### config.mk
export PLATFORM = sky130hd
export DESIGN_NAME = preg_alloc_ctrl
export DESIGN_NICKNAME = d
export VERILOG_FILES = /design/src/rtl/preg_alloc_ctrl.sv
export SDC_FILE = /design/constraint.sdc
export NUM_CORES = 1
export LEC_CHECK = 0
export BUFFER_PORTS_ARGS = -buffer_cell sky130_fd_sc_hd__buf_2
export CORE_ASPECT_RATIO = 1.1
export CORE_MARGIN = 2
export CORE_UTILIZATION = 51
export DETAILED_ROUTE_END_ITERATION = 8
export MAX_ROUTING_LAYER = met4
export PLACE_DENSITY = 0.88
export SLEW_MARGIN = 15
export SYNTH_ARGS = -nofsm -noshare
export SYNTH_HDL_FRONTEND = slang
export SYNTH_SLANG_ARGS = --single-unit
### constraint.sdc
create_clock -name clk -period 17.6 [get_ports clk]
set_input_delay 4.4 -clock clk [delete_from_list [all_inputs] [get_ports clk]]
set_output_delay 4.4 -clock clk [all_outputs]
set_load 0.05 [all_outputs]
### src/rtl/preg_alloc_ctrl.sv
// preg_alloc_ctrl
// Physical-register allocation controller for the rename stage. Grants up to
// WIDTH destination tags per cycle (all-or-nothing) from an external
// multi-port free-list FIFO. Returns commit-freed tags to that list. After a
// flush it accepts squashed tags in batches until the last batch is marked.
// It also drives the free-list reset and covers the one settling cycle after
// reset, during which the list length is stale.
//
// Ports
//   clk, rst                 clock, synchronous active-low reset
//   alloc_req/alloc_grant    per-slot requests, single all-slots grant
//   alloc_preg               per-slot tags (straight from fl_gotten)
//   stall, busy              rename hold, controller not in RUN
//   free_valid/free_preg     commit frees, never back-pressured
//   flush                    squash pulse (acted on only in RUN)
//   rec_valid/rec_preg       squashed tags to return during recovery
//   rec_done/rec_ready       last-batch marker / batch accepted
//   stall_cycles             saturating count of stalled cycles
//   fl_*                     free-list control (reset, skip, get, put, len)
module preg_alloc_ctrl #(
  parameter int NUM_PREGS = 64,
  parameter int NUM_AREGS = 32,
  parameter int PREG_BITS = $clog2(NUM_PREGS),
  parameter int WIDTH     = 3
) (
  input  logic                              clk,
  input  logic                              rst,
  input  logic [WIDTH-1:0]                  alloc_req,
  output logic                              alloc_grant,
  output logic [WIDTH-1:0][PREG_BITS-1:0]   alloc_preg,
  output logic                              stall,
  input  logic [WIDTH-1:0]                  free_valid,
  input  logic [WIDTH-1:0][PREG_BITS-1:0]   free_preg,
  input  logic                              flush,
  input  logic [WIDTH-1:0]                  rec_valid,
  input  logic [WIDTH-1:0][PREG_BITS-1:0]   rec_preg,
  input  logic                              rec_done,
  output logic                              rec_ready,
  output logic                              busy,
  output logic [15:0]                       stall_cycles,
  output logic                              fl_rst,
  output logic [PREG_BITS:0]                fl_rst_skip,
  output logic [WIDTH-1:0]                  fl_get_en,
  input  logic [WIDTH-1:0][PREG_BITS-1:0]   fl_gotten,
  output logic [WIDTH-1:0]                  fl_put_en,
  output logic [WIDTH-1:0][PREG_BITS-1:0]   fl_put,
  input  logic [PREG_BITS:0]                fl_len
);

  localparam int CW = $clog2(WIDTH + 1);

  typedef enum logic [1:0] {S_INIT, S_RUN, S_REC} state_t;

  state_t      state_q, state_d;
  logic [15:0] cnt_q, cnt_d;

  logic [CW-1:0] n_req, n_free, n_rec;
  logic          req_fits, rec_fits;

  function automatic logic [CW-1:0] popcnt(input logic [WIDTH-1:0] v);
    logic [CW-1:0] c;
    c = '0;
    for (int i = 0; i < WIDTH; i++) c = c + CW'(v[i]);
    return c;
  endfunction

  assign n_req  = popcnt(alloc_req);
  assign n_free = popcnt(free_valid);
  assign n_rec  = popcnt(rec_valid);

  // Request count zero-extended to the length width before the compare.
  assign req_fits = (n_req != '0) &&
                    ({{(PREG_BITS + 1 - CW){1'b0}}, n_req} <= fl_len);
  // Extra bit so frees + recs cannot wrap before the lane-count compare.
  assign rec_fits = ({1'b0, n_free} + {1'b0, n_rec}) <= (CW + 1)'(WIDTH);

  assign alloc_preg  = fl_gotten;
  assign fl_rst_skip = (PREG_BITS + 1)'(NUM_AREGS);
  assign stall_cycles = rst ? cnt_q : '0;

  // State register and stall counter
  always_ff @(posedge clk) begin
    if (!rst) begin
      state_q <= S_INIT;
    end else begin
      state_q <= state_d;
    end
    cnt_q <= cnt_d;
  end

  always_comb begin
    cnt_d = cnt_q;
    if (!rst) begin
      cnt_d = '0;
    end else if (stall && (cnt_q != 16'hFFFF)) begin
      cnt_d = cnt_q + 16'd1;
    end
  end

  // Next-state logic
  always_comb begin
    state_d = state_q;
    case (state_q)
      S_INIT:  state_d = S_RUN;   // a flush here has nothing to squash
      S_RUN:   if (flush) state_d = S_REC;
      S_REC:   if (rec_done && rec_fits) state_d = S_RUN;
      default: state_d = S_INIT;
    endcase
  end

  // Output logic
  always_comb begin : p_out
    logic [CW-1:0] lane;
    lane        = '0;
    fl_rst      = !rst;
    alloc_grant = 1'b0;
    fl_get_en   = '0;
    fl_put_en   = '0;
    fl_put      = '0;
    rec_ready   = 1'b0;
    stall       = 1'b1;
    busy        = 1'b1;
    if (rst) begin
      busy      = (state_q != S_RUN);
      rec_ready = (state_q == S_REC) && rec_fits;
      if (state_q == S_RUN) begin
        alloc_grant = req_fits && !flush;
        fl_get_en   = alloc_grant ? alloc_req : '0;
        stall       = (|alloc_req) && !alloc_grant;
      end
      // INIT performs no puts: the list is still settling from its reset.
      if (state_q != S_INIT) begin
        // Commit frees fill the lowest put lanes in slot order.
        for (int i = 0; i < WIDTH; i++) begin
          if (free_valid[i] && (lane < CW'(WIDTH))) begin
            fl_put_en[lane] = 1'b1;
            fl_put[lane]    = free_preg[i];
            lane            = lane + CW'(1);
          end
        end
        // Recovered tags pack directly above the frees, whole batch or none.
        if (rec_ready) begin
          for (int i = 0; i < WIDTH; i++) begin
            if (rec_valid[i] && (lane < CW'(WIDTH))) begin
              fl_put_en[lane] = 1'b1;
              fl_put[lane]    = rec_preg[i];
              lane            = lane + CW'(1);
            end
          end
        end
      end
    end
  end

endmodule

==> impl_metrics.env <==
export IMPL_status="finished clean"
export IMPL_hold_viol=0
export IMPL_grt_overflow_total=0
export IMPL_ys_async_sr_fraction=0
export IMPL_vias=3305
export IMPL_finalMaxSlewViolations=0
export IMPL_r2r_cells=5
export IMPL_drive_above_1_share=0.2687
export IMPL_drc_errors=0
export IMPL_power_internal_mw=0.09139
export IMPL_power_switching_share=0.4727
export IMPL_die_area_um2=6369
export IMPL_fmax_mhz=69.02
export IMPL_holdPathStages=1
export IMPL_p_clk_frac=0.168
export IMPL_rows=28
export IMPL_cts_tree="yes"
export IMPL_synth_seq_cells=18
export IMPL_dr_pass1_iters=6
export IMPL_core_region_area_um2=5465
export IMPL_wire_per_inst_um=15.95
export IMPL_ys_types=54
export IMPL_hold_path_class="reg -> reg"
export IMPL_synth_area_um2=2930
export IMPL_io_pins=144
export IMPL_max_slew_margin=0.2299
export IMPL_die_height_um=83.50
export IMPL_r2r_slack_ns=15.28
export IMPL_dp_cells=541
export IMPL_initial_core_util=0.5362
export IMPL_grt_setup_unrepaired="false"
export IMPL_fillers=508
export IMPL_reg2reg_to="cnt_q[7]$_SDFFE_PN0P_"
export IMPL_max_stage_delay_ns=0.89
export IMPL_place_congestion=0.9993
export IMPL_synthTopCellsByArea="dfxtp_1 12%, buf_4 6.4%, ha_1 6.4%"
export IMPL_worst_setup_path_end_kind="primary output"
export IMPL_port_buffers=100
export IMPL_synth_edf_count=0
export IMPL_worst_path_buf_inv=5
export IMPL_ir_worst_vdd_mv=0.05602
export IMPL_grt_pass1_wl_um=13890
export IMPL_grt_usage=0.2614
export IMPL_syn_to_final_growth_pct=12.64
export IMPL_setup_viol_count_final=0
export IMPL_fin_total_pwr_mw=0.1733
export IMPL_antenna_found_initial=0
export IMPL_cp_depth=17
export IMPL_numCtsBuffers=3
export IMPL_start_kind="input port"
export IMPL_combPwrFrac=0.582
export IMPL_skew_ns=0.001037
export IMPL_maxCapViolCount=0
export IMPL_routed_wl_um=8675
export IMPL_die_x_um=76.27
export IMPL_synthCells=411
export IMPL_tightest_slew_ns=1.153
export IMPL_clock_sinks=18
export IMPL_cts_resized=0
export IMPL_required_ns=13.20
export IMPL_min_to="cnt_q[3]$_SDFFE_PN0P_"
export IMPL_critical_path_class="in -> out"
export IMPL_leakage_nw=1.569
export IMPL_crit_slowest_cell="nor2b_1"
export IMPL_drtIter0Drc=326
export IMPL_clock_latency_ns=0.26
export IMPL_clockBufferDepth=2
export IMPL_h_tree_depth=1
export IMPL_avgSynthCellArea_um2=7.130
export IMPL_instances_no_fill=544
export IMPL_synth_seq_area_share=0.1230
export IMPL_grt_max_degree=26
export IMPL_fin_crit_ns=14.49
export IMPL_cts_setup_buffers=0
export IMPL_cts_root_buf="clkbuf_8"
export IMPL_whs_ns=0.5163
export IMPL_synth_top_area_share=0.1230
export IMPL_synth_largest_area_cell="dfxtp_1"
export IMPL_grt_pass1_vias=3063
export IMPL_vias_per_cell=6.075
export IMPL_p_seq_frac=0.251
export IMPL_period_share=0.8232
export IMPL_p_sw_mw=0.08192
export IMPL_critPathLaunch="free_valid[0]"
export IMPL_p_per_area_nw_per_um2=52.51
export IMPL_drtAntennaViolNets=0
export IMPL_crit_family="simple AND/OR/NAND/NOR gates"
export IMPL_cp_data_arrival_time_ns=10.09
export IMPL_synth_main_ff_cell="dfxtp_1"
export IMPL_holdBufCountCts=0
export IMPL_diodes=0
export IMPL_path_clk_slew_ns=0.07
export IMPL_finalSetupTns_ns=0
export IMPL_yosys_warnings=0
export IMPL_worstPathCellList="buf_2 -> inv_1 -> ha_1 -> nand2b_1 -> a21oi_1 -> inv_1 -> ha_1 -> and2b_1 -> xnor2_1 -> inv_1 -> ha_1 -> nor2b_1 -> xnor3_2 -> a2111oi_4 -> mux2_2 -> a211oi_1 -> buf_2"
export IMPL_cp_max_fo=21
export IMPL_min_from="cnt_q[3]$_SDFFE_PN0P_"
export IMPL_r2r_start="cnt_q[4]$_SDFFE_PN0P_"
export IMPL_dpl_hpwl_um=6697
export IMPL_fin_nets=565
==> placed cells by master (no fill, tap or decap), types with 6 or more instances in the layout <==
cell,netlist,layout
buf_2,2,100
nand2_1,35,35
o21ai_0,27,27
nor2_1,25,25
a21oi_1,24,24
nand3_1,24,24
inv_1,21,21
and2_1,19,19
dfxtp_1,18,18
ha_1,15,15
a211oi_1,12,12
mux2_2,12,12
nor4_1,11,11
and3_1,10,10
mux2i_1,8,8
nand3b_1,7,7
nor3_1,7,7
or3_1,7,7
conb_1,2,7
a32oi_1,6,6
a2bb2oi_1,6,6
o211ai_1,6,6
==> stage by stage <==
| stage | worst slack [ns] | utilization | instance area (µm²) |
|---|---|---|---|
| after detailed placement | 3.253 | 0.5964 | 3259 |
| after global routing | 2.687 | 0.6039 | 3301 |
| after CTS | 3.207 | 0.6039 | 3301 |
| after floorplan | 3.328 | - | 2949 |
| final | 3.111 | 0.6039 | 3301 |
| after global placement | 3.422 | 0.5964 | 3259 |
==> cell type report <==
type                       instances  area, µm²  area share
multi-input combinational        325       2211      0.6698
inverter                          21      78.83     0.02388
sequential                        18      360.3      0.1092
clock buffer                       3      41.29     0.01251
timing repair buffer             102      515.5      0.1562
tap                               75      93.84     0.02843
==> cell families after synthesis <==
group,after synthesis,synth area share
AND/OR/NAND/NOR,167,0.3015
AO/OA/AOI/OAI,109,0.2613
buffers and inverters,73,0.1290
adder cells (fa/ha/maj),20,0.09821
multiplexers,20,0.07344
flip-flops,18,0.1230
other,2,0.002563
XOR/XNOR,2,0.01110
==> power groups by stage <==
| stage | registers, mW | logic (mW) | clock network [mW] |
|---|---|---|---|
| final | 0.0434 | 0.101 | 0.0291 |
| after global routing | 0.0436 | 0.109 | 0.0308 |
| after CTS | 0.0434 | 0.0993 | 0.0289 |
| after detailed placement | 0.0443 | 0.0988 | 0 |
| after global placement | 0.0441 | 0.0971 | 0 |
| after floorplan | 0.0436 | 0.0869 | 0 |
==> flip-flops by register name (all words and copies together), names as in the netlist <==
| name | flops |
|---|---|
| cnt_q | 16 |
| state_q | 2 |
==> worst register-to-register path, delay by kind of cell (launching register included) <==
family           cells  cell delay [ns]
multiplexers         1             0.31
flip-flops           1             0.39
AND/OR/NAND/NOR      4             1.50
==> worst max-delay path by stage <==
stage / to
after floorplan: fl_put[6]
after global placement: fl_put[9]
after detailed placement: fl_put[9]
after CTS: fl_put[9]
after global routing: fl_put[8]
final: fl_put[9]
==> synth_stat cells (all sizes together) (3+ instances only) <==
| cell type | count |
|---|---|
| nand4 | 5 |
| ha | 15 |
| mux2i | 8 |
| nor2 | 25 |
| fa | 5 |
| nor2b | 3 |
| nand2b | 4 |
| nor4 | 11 |
| a32oi | 6 |
| o32ai | 5 |
| o21ai | 29 |
| a21o | 3 |
| a211oi | 15 |
| o211ai | 6 |
| buf | 30 |
| and3 | 10 |
| nand2 | 35 |
| nand3 | 24 |
| or3 | 7 |
| and2 | 19 |
| inv | 21 |
| nor3 | 7 |
| clkbuf | 22 |
| nand3b | 7 |
| dfxtp | 18 |
| mux2 | 12 |
| a21oi | 24 |
| a22o | 5 |
| a2bb2oi | 6 |
==> per-layer routing <==
metal | track usage | wire length (µm)
met2 | 0.4706 | 4360
met3 | 0.03355 | 707
met5 | - | 0
met1 | 0.2956 | 3452
met4 | 0.09421 | 154
No activity file was read; power rests on OpenSTA's default activity.
